--- src/rtl/add64_pkg.sv ---
// Shared constants, FSM state type and slice-carry helper for the 64-bit adders.
package add64_pkg;
  localparam int SLICE_W = 16;
  localparam int NSLICE  = 4;
  localparam int DATA_W  = SLICE_W * NSLICE;

  typedef enum logic [1:0] {IDLE, RUN, DONE} state_e;

  function automatic logic slice_cout(input logic gx, input logic px, input logic cin);
    return gx | (px & cin);
  endfunction
endpackage

--- src/rtl/add64_seq_cla16.sv ---
// 16-bit carry-lookahead slice: four 4-bit groups with group generate/propagate.
module CLA_16
  import add64_pkg::*;
(
  input  logic [15:0] a_i,
  input  logic [15:0] b_i,
  input  logic        cin_i,
  output logic [15:0] sum_o,
  output logic        gx_o,
  output logic        px_o
);
  logic [15:0] p, g;
  logic [3:0]  gg, pg;
  logic [4:0]  gc;

  assign p = a_i ^ b_i;
  assign g = a_i & b_i;

  always_comb begin
    gg = '0;
    pg = '1;
    for (int k = 0; k < 4; k++) begin
      for (int j = 0; j < 4; j++) begin
        gg[k] = g[4*k+j] | (p[4*k+j] & gg[k]);
        pg[k] = pg[k] & p[4*k+j];
      end
    end
  end

  // Group carries from the lookahead terms; bit carries only ripple inside a group.
  always_comb begin
    logic c;
    gc[0] = cin_i;
    for (int k = 0; k < 4; k++) gc[k+1] = slice_cout(gg[k], pg[k], gc[k]);
    sum_o = '0;
    for (int k = 0; k < 4; k++) begin
      c = gc[k];
      for (int j = 0; j < 4; j++) begin
        sum_o[4*k+j] = p[4*k+j] ^ c;
        c = slice_cout(g[4*k+j], p[4*k+j], c);
      end
    end
  end

  always_comb begin
    gx_o = 1'b0;
    for (int k = 0; k < 4; k++) gx_o = gg[k] | (pg[k] & gx_o);
  end
  assign px_o = &pg;
endmodule

--- src/rtl/add64_seq.sv ---
// Multi-cycle 64-bit add/sub: one CLA_16 slice reused over four RUN cycles.
module add64_seq
  import add64_pkg::*;
#(
  parameter int SLICE_W = add64_pkg::SLICE_W,
  parameter int NSLICE  = add64_pkg::NSLICE
) (
  input  logic                      clk,
  input  logic                      rst,
  input  logic                      in_valid,
  output logic                      in_ready,
  input  logic [SLICE_W*NSLICE-1:0] in_a,
  input  logic [SLICE_W*NSLICE-1:0] in_b,
  input  logic                      in_sub,
  output logic                      out_valid,
  input  logic                      out_ready,
  output logic [SLICE_W*NSLICE-1:0] out_sum,
  output logic                      out_cout,
  output logic                      out_ovf,
  output logic                      busy
);
  localparam int W  = SLICE_W * NSLICE;
  localparam int IW = $clog2(NSLICE);

  state_e          state_q, state_d;
  logic [IW-1:0]   idx_q, idx_d;
  logic            carry_q, carry_d;
  logic [W-1:0]    a_q, a_d, b_q, b_d, sum_q, sum_d;
  logic            cout_q, cout_d, ovf_q, ovf_d;

  logic [SLICE_W-1:0] sl_a, sl_b, sl_sum;
  logic               sl_gx, sl_px, sl_cout;

  assign sl_a    = a_q[idx_q*SLICE_W +: SLICE_W];
  assign sl_b    = b_q[idx_q*SLICE_W +: SLICE_W];
  assign sl_cout = slice_cout(sl_gx, sl_px, carry_q);

  CLA_16 u_cla (
    .a_i   (sl_a),
    .b_i   (sl_b),
    .cin_i (carry_q),
    .sum_o (sl_sum),
    .gx_o  (sl_gx),
    .px_o  (sl_px)
  );

  always_comb begin
    state_d = state_q;
    idx_d   = idx_q;
    carry_d = carry_q;
    a_d     = a_q;
    b_d     = b_q;
    sum_d   = sum_q;
    cout_d  = cout_q;
    ovf_d   = ovf_q;
    unique case (state_q)
      IDLE: if (in_valid) begin
        a_d     = in_a;
        b_d     = in_sub ? ~in_b : in_b;
        carry_d = in_sub;
        idx_d   = '0;
        state_d = RUN;
      end
      RUN: begin
        sum_d[idx_q*SLICE_W +: SLICE_W] = sl_sum;
        carry_d = sl_cout;
        idx_d   = idx_q + 1'b1;
        if (idx_q == IW'(NSLICE-1)) begin
          cout_d  = sl_cout;
          // sl_sum[MSB] is the bit 63 being written this cycle
          ovf_d   = (a_q[W-1] == b_q[W-1]) && (sl_sum[SLICE_W-1] != a_q[W-1]);
          state_d = DONE;
        end
      end
      DONE: if (out_ready) state_d = IDLE;
      default: state_d = IDLE;
    endcase
  end

  always_ff @(posedge clk) begin
    if (rst) begin
      state_q <= IDLE;
      idx_q   <= '0;
      carry_q <= 1'b0;
      a_q     <= '0;
      b_q     <= '0;
      sum_q   <= '0;
      cout_q  <= 1'b0;
      ovf_q   <= 1'b0;
    end else begin
      state_q <= state_d;
      idx_q   <= idx_d;
      carry_q <= carry_d;
      a_q     <= a_d;
      b_q     <= b_d;
      sum_q   <= sum_d;
      cout_q  <= cout_d;
      ovf_q   <= ovf_d;
    end
  end

  assign in_ready  = (state_q == IDLE);
  assign busy      = (state_q != IDLE);
  assign out_valid = (state_q == DONE);
  assign out_sum   = sum_q;
  assign out_cout  = cout_q;
  assign out_ovf   = ovf_q;
endmodule

--- config.mk ---
export PLATFORM = sky130hd
export DESIGN_NAME = add64_seq
export DESIGN_NICKNAME = d
export VERILOG_FILES = /design/src/rtl/add64_pkg.sv /design/src/rtl/add64_seq_cla16.sv /design/src/rtl/add64_seq.sv
export SDC_FILE = /design/constraint.sdc
export NUM_CORES = 1
export LEC_CHECK = 0
export ABC_CLOCK_PERIOD_IN_PS = 9500
export CORE_MARGIN = 8
export CORE_UTILIZATION = 55
export DETAILED_ROUTE_END_ITERATION = 8
export PLACE_DENSITY = 0.93
export SLEW_MARGIN = 20
export SYNTH_ARGS = -nofsm -noshare
export SYNTH_HDL_FRONTEND = slang
export SYNTH_SLANG_ARGS = --single-unit
--- constraint.sdc ---
create_clock -name clk -period 9.5 [get_ports clk]
set_input_delay 1.9 -clock clk [delete_from_list [all_inputs] [get_ports clk]]
set_output_delay 1.9 -clock clk [all_outputs]
set_load 0.02 [all_outputs]
==> out/results.ini, run 1 <==
[worst_hold_path]
hold_class=flop to flop
holdPathEnd=a_q[29]$_SDFFE_PP0P_
holdPathStages=2
worstHoldStart=a_q[29]$_SDFFE_PP0P_

[routing]
wl_um=27900
viasPerCell=5.90
drcViolationCount=0
post_drt_wl_per_cell_um=20.8
first_pass_iters=8
initialDrtViolationCount=907
vias=7903
ant_nets=0

[critical_path]
crit_path_end_kind=flop
crit_type=flop to flop
worst-path-buf-inv=1
reg2reg_slack_ns=4.58
crit_chain=buf_4 > mux4_2 > ha_1 > nand2_1 > nor3_1 > nand3_1 > and2_1 > fa_1 > fa_1 > fa_1 > xnor2_1 > nor2_1 > a211oi_1 > nor3_1
slowest_stage=mux4_2
r2r-start=idx_q[0]$_SDFFE_PP0P_
reg2reg_to=out_ovf$_SDFFE_PP0P_
cp.required_ns=9.78
critical_path.max_fanout=39
critPathArrivalTime_ns=5.21
slowest_delay_ns=0.64
cp_num_cells=14
critical_path.top_delay_family=adder cells
crit_path_start_kind=flop
cpMostUsedCell=fa_1
r2r_cells=14

[power]
power_per_cell_area_nw_per_um2=181
p_leak_nw=4.19
power_mw=2.10
peakVddDrop_uv=135

[sta]
period_minus_slack_ns=4.92
worst_pin_slew_ns=1.04
timing.final.crit_share=0.518
drv_slew=0
finClkSkew_ns=0.00901
hold_viol=0
max_freq_ghz=0.203
fin_setup_tns_ns=0
rsz0062_at_grt=false
slew_headroom=0.307
setup_viol=0

[yosys]
synth_largest_area_cell=dfxtp_1
synth_top_family_by_area=compound AO/OA/AOI/OAI gates
syn_area_um2=8990
ys_types=35
synth_ff_type=dfxtp_1
synth_top_area_frac=0.443
synth.area.mux_share=0.0802
ys_ff_latch=199
yosys_warnings=0
synth.area.top_cells=dfxtp_1 44%, mux4_2 8.0%, xnor2_1 6.6%, nand2_1 5.7%, nor2_1 5.7%
yosys.area_share.simple=0.138
synth_edf_count=0
synth_compound_area_frac=0.158
yosysSeqAreaShare=0.443
syn_nets=1129
synth_xor_area_frac=0.0663
syn_area_per_cell_um2=9.34
ys_async_sr_fraction=0
synth_cells=962
synth_fa_ha_area_frac=0.0574

[final_layout]
layout_common_cells=199 x clkdlybuf4s50_1, 197 x dfxtp_1, 136 x nor2_1, 136 x nand2_1, 80 x a21oi_1
design_area_um2=11600
num-fill-cells=1047
synthToLayoutAreaGrowth_pct=29.3
layout.nets=1278
layout-drive-gt1-share=0.0712
layout_commonest_cell=clkdlybuf4s50_1
final_cells=1340
diodes=0

[placement]
place.port_buffers=201
place_area_um2=10900
dpl.cell_count=1308
gp_congestion=0.923
hpwlAfterDp_um=19500

[global_route]
grt_first_pass_wirelength_um=42100
grt_usage=0.266
grt_pass1_vias=7780
overflow=0
grt_start_max_net_pins=132
grt_antenna_before_repair=0

[cts]
post_cts_buffers=0
tritoncts=done
cts_root_buf=clkbuf_16
cts_buffer_depth=2
cts.htree.levels=4
cts_buffers=17
path_clk_slew_ns=0.07
clock_latency_ns=0.43
cts_hold_buf=0
cts_sinks=199
postCtsResizedCells=0

[floorplanning]
row_count=46
io_pins=202
die_area_um2=20700
fp.coreArea_um2=15900
die_h_um=144
start_util=0.564
chipWidth_um=144

[run_status]
status=completed

[flow_run]
max_cap_viol_count=0

## state kept, by name (all words and copies together), names as in the netlist
register  cells
carry_q       1
out_sum      64
b_q          64
a_q          64
out_cout      1
state_q       2
out_ovf       1
idx_q         2
## cell usage after synthesis (all sizes together) (2+ instances only)
cell type  count
o21ai          4
a21oi         80
nor3           5
xnor2         68
nand2b         4
fa            12
mux4          32
a211oi        65
nand3          2
buf           39
and2           2
clkbuf        36
ha            22
inv           39
a22oi         64
nand4          2
nand2        141
nor2         136
dfxtp        199
## per-layer routing
layer,vias to the layer above,global-route usage,part of all wire
li1,3596,-,-
met1,3765,0.300,0.37
met2,452,0.459,0.50
met3,90,0.0760,0.10
met4,0,0.114,0.035
met5,-,0,0
## layout make-up
class / count / area (um2) / area share
multi-input cells: 649 / 4500 / 0.387
flip-flops and latches: 199 / 3990 / 0.343
repair buffers: 205 / 2050 / 0.176
clock buffers: 21 / 450 / 0.0388
well taps: 216 / 270 / 0.0233
clock inverters: 11 / 220 / 0.0190
inverters: 39 / 146 / 0.0126
## where the power goes
part | total, mW | internal [mW] | switching, mW
logic | 0.360 | 0.159 | 0.201
clock network | 0.815 | 0.502 | 0.312
registers | 0.923 | 0.883 | 0.0403
## worst max path at each step
stage	start	slack (ns)	to
floorplan	idx_q[0]$_SDFFE_PP0P_	5.24	out_ovf$_SDFFE_PP0P_
global placement	idx_q[0]$_SDFFE_PP0P_	4.95	out_ovf$_SDFFE_PP0P_
detailed placement	idx_q[0]$_SDFFE_PP0P_	4.71	out_ovf$_SDFFE_PP0P_
CTS	idx_q[0]$_SDFFE_PP0P_	4.67	out_ovf$_SDFFE_PP0P_
global route	idx_q[0]$_SDFFE_PP0P_	4.39	out_ovf$_SDFFE_PP0P_
finish	idx_q[0]$_SDFFE_PP0P_	4.58	out_ovf$_SDFFE_PP0P_
## worst register-to-register path, cell delays in order (launching register included)
cell      delay [ns]
dfxtp_2         0.32
buf_4           0.58
mux4_2          0.66
ha_1            0.33
nand2_1         0.07
nor3_1          0.36
nand3_1         0.17
and2_1          0.21
fa_1            0.39
fa_1            0.39
fa_1            0.38
xnor2_1         0.51
nor2_1          0.12
a211oi_1        0.22
nor3_1          0.06
## metrics by stage
stage | utilization | setup slack, ns | hold WS (ns)
after floorplan | - | 5.24 | 0.433
after global placement | 0.686 | 4.95 | 0.439
after detailed placement | 0.686 | 4.71 | 0.445
after CTS | 0.728 | 4.67 | 0.455
after global routing | 0.729 | 4.39 | 0.474
final | 0.729 | 4.58 | 0.457
## logic make-up after synthesis
group | count (synthesis)
mux | 32
buf+inv | 114
simple gates | 298
fa+ha+maj | 34
flops | 199
xor+xnor | 68
compound gates | 217
Power figures use the tool's default switching activity.
==> run 2: changes to the inputs <==
--- a/config.mk
+++ b/config.mk
@@ -5,11 +5,11 @@
 export SDC_FILE = /design/constraint.sdc
 export NUM_CORES = 1
 export LEC_CHECK = 0
-export ABC_CLOCK_PERIOD_IN_PS = 9500
+export ABC_CLOCK_PERIOD_IN_PS = 4400
 export CORE_MARGIN = 8
-export CORE_UTILIZATION = 55
+export CORE_UTILIZATION = 46
 export DETAILED_ROUTE_END_ITERATION = 8
-export PLACE_DENSITY = 0.93
+export PLACE_DENSITY = 0.84
 export SLEW_MARGIN = 20
 export SYNTH_ARGS = -nofsm -noshare
 export SYNTH_HDL_FRONTEND = slang
==> constraint.sdc (replaced) <==
create_clock -name clk -period 4.4 [get_ports clk]
set_input_delay 0.88 -clock clk [delete_from_list [all_inputs] [get_ports clk]]
set_output_delay 0.88 -clock clk [all_outputs]
set_load 0.02 [all_outputs]
==> out/results.ini, run 2 (synthesis gave the netlist of run 1 again) <==
[floorplanning]
start_util=0.465  ; -0.0989
io_pins=202  ; unchanged
row_count=51  ; +11%
die_area_um2=24300  ; +17%
die_h_um=156  ; +8.3%
fp.coreArea_um2=19300  ; +21%
chipWidth_um=156  ; +8.3%

[cts]
tritoncts=done
cts.htree.levels=4  ; unchanged
cts_buffer_depth=2  ; unchanged
cts_buffers=17  ; unchanged
clock_latency_ns=0.44  ; about the same
cts_sinks=199  ; unchanged
path_clk_slew_ns=0.08  ; about the same
postCtsResizedCells=0  ; unchanged
cts_hold_buf=0  ; unchanged
cts_root_buf=clkbuf_16
post_cts_buffers=0  ; unchanged

[global_route]
overflow=0  ; unchanged
grt_usage=0.210  ; -0.0552
grt_first_pass_wirelength_um=39800  ; -5.6%
grt_start_max_net_pins=127  ; -3.8%
grt_antenna_before_repair=0  ; unchanged
grt_pass1_vias=7346  ; -5.6%

[sta]
fin_setup_tns_ns=0  ; unchanged
period_minus_slack_ns=4.12  ; -0.802 ns
drv_slew=0  ; unchanged
setup_viol=0  ; unchanged
finClkSkew_ns=0.0102  ; +0.00123 ns
max_freq_ghz=0.243  ; +19%
worst_pin_slew_ns=1.03  ; -0.00789 ns
hold_viol=0  ; unchanged
timing.final.crit_share=0.937  ; +0.418
whs_ns=0.457  ; -0.000804 ns
slew_headroom=0.307  ; about the same
rsz0062_at_grt=false
fin_ws_ns=0.279  ; -4.30 ns

[placement]
gp_congestion=0.872  ; -5.6%
hpwlAfterDp_um=19200  ; -1.5%
place_ws_ns=0.283  ; -4.42 ns
dpl.cell_count=1366  ; +4.4%
place.port_buffers=201  ; unchanged

[routing]
post_drt_wl_per_cell_um=18.4  ; -12%
ant_nets=0  ; unchanged
viasPerCell=5.43  ; -7.9%
vias=7597  ; -3.9%
wl_um=25700  ; -7.9%
initialDrtViolationCount=742  ; -18%
first_pass_iters=6  ; -2
drcViolationCount=0  ; unchanged

[final_layout]
layout_common_cells=199 x clkdlybuf4s50_1, 197 x dfxtp_1, 136 x nor2_1, 136 x nand2_1, 80 x a21oi_1
layout-drive-gt1-share=0.0812  ; +0.0100
diodes=0  ; unchanged
layout_commonest_cell=clkdlybuf4s50_1
synthToLayoutAreaGrowth_pct=29.9
post-route-util=0.604  ; -0.125
layout.nets=1287  ; +0.70%
final_cells=1398  ; +4.3%

[critical_path]
critPathArrivalTime_ns=4.41  ; -0.80 ns
crit_path_end_kind=flop
critical_path.max_fanout=19  ; -51%
worstSetupEndpoint=out_ovf$_SDFFE_PP0P_
reg2reg_slack_ns=0.28  ; -4.30 ns
r2r_cells=14  ; unchanged
reg2reg_to=out_ovf$_SDFFE_PP0P_
crit_type=flop to flop
r2r-start=idx_q[0]$_SDFFE_PP0P_
startpoint=idx_q[0]$_SDFFE_PP0P_
cp.required_ns=4.69  ; -5.09 ns
crit_path_start_kind=flop

[run_status]
status=completed

[power]
power_per_cell_area_nw_per_um2=364  ; +100%
p_leak_nw=4.20  ; +0.25%
peakVddDrop_uv=283  ; +110%

[flow_run]
max_cap_viol_count=0  ; unchanged

[worst_hold_path]
hold_class=flop to flop
worstHoldStart=a_q[30]$_SDFFE_PP0P_
holdPathStages=2  ; unchanged

## run 2: cell types whose count changed in the layout (fill, tap and decap cells not counted)
cell       before  now
buf_12          0    3
clkinv_4        1    3
clkbuf_8        1    0
clkinv_8        0    1
buf_6           3    1
clkbuf_1        3    0
buf_4           3   11
clkinv_2        0    1
inv_6           1    4
bufinv_16       6    0
inv_8           0    3
## run 2: where the power goes
| part | total [mW] | internal, mW | switching, mW |
|---|---|---|---|
| registers | 1.98 | 1.91 | 0.0770 |
| clock network | 1.50 | 0.748 | 0.747 |
| logic | 0.771 | 0.353 | 0.417 |
## run 2: area by class of cell
class / count / area [um2]
fillers: 1619 / 7660
multi-input cells: 649 / 4500
flip-flops and latches: 199 / 3990
repair buffers: 214 / 2150
clock buffers: 17 / 425
well taps: 265 / 332
inverters: 39 / 146
clock inverters: 15 / 139
## run 2: through the flow
step / instance area [um2] / total power [mW]
floorplan: 8990 / 2.47
global placement: 11100 / 2.76
detailed placement: 11100 / 2.78
CTS: 11700 / 4.26
global route: 11700 / 4.42
finish: 11700 / 4.25
## run 2: how the worst min path moves through the flow
stage,to,slack [ns]
floorplan,a_q[32]$_SDFFE_PP0P_,0.43
global placement,a_q[14]$_SDFFE_PP0P_,0.44
detailed placement,a_q[30]$_SDFFE_PP0P_,0.45
CTS,a_q[30]$_SDFFE_PP0P_,0.46
global route,a_q[30]$_SDFFE_PP0P_,0.47
finish,a_q[30]$_SDFFE_PP0P_,0.46
## run 2: metal layers
| layer | vias up | share of wire | track usage | routed length, um |
|---|---|---|---|---|
| met5 | - | 0 | 0 | 0 |
| met2 | 302 | 0.46 | 0.322 | 11900 |
| met3 | 36 | 0.080 | 0.0590 | 2070 |
| li1 | 3616 | - | - | - |
| met1 | 3643 | 0.43 | 0.278 | 11100 |
| met4 | 0 | 0.023 | 0.0790 | 582 |
## run 2: worst max-delay path, cell delays in order, from the launching register on
cell	delay (ns)
dfxtp_2	0.46
buf_12	0.22
mux4_2	0.51
ha_1	0.34
nand2_1	0.08
o21ai_0	0.26
a21oi_1	0.13
and2_1	0.21
fa_1	0.39
fa_1	0.40
fa_1	0.39
xnor2_1	0.16
buf_4	0.16
a211oi_1	0.19
nor3_1	0.06
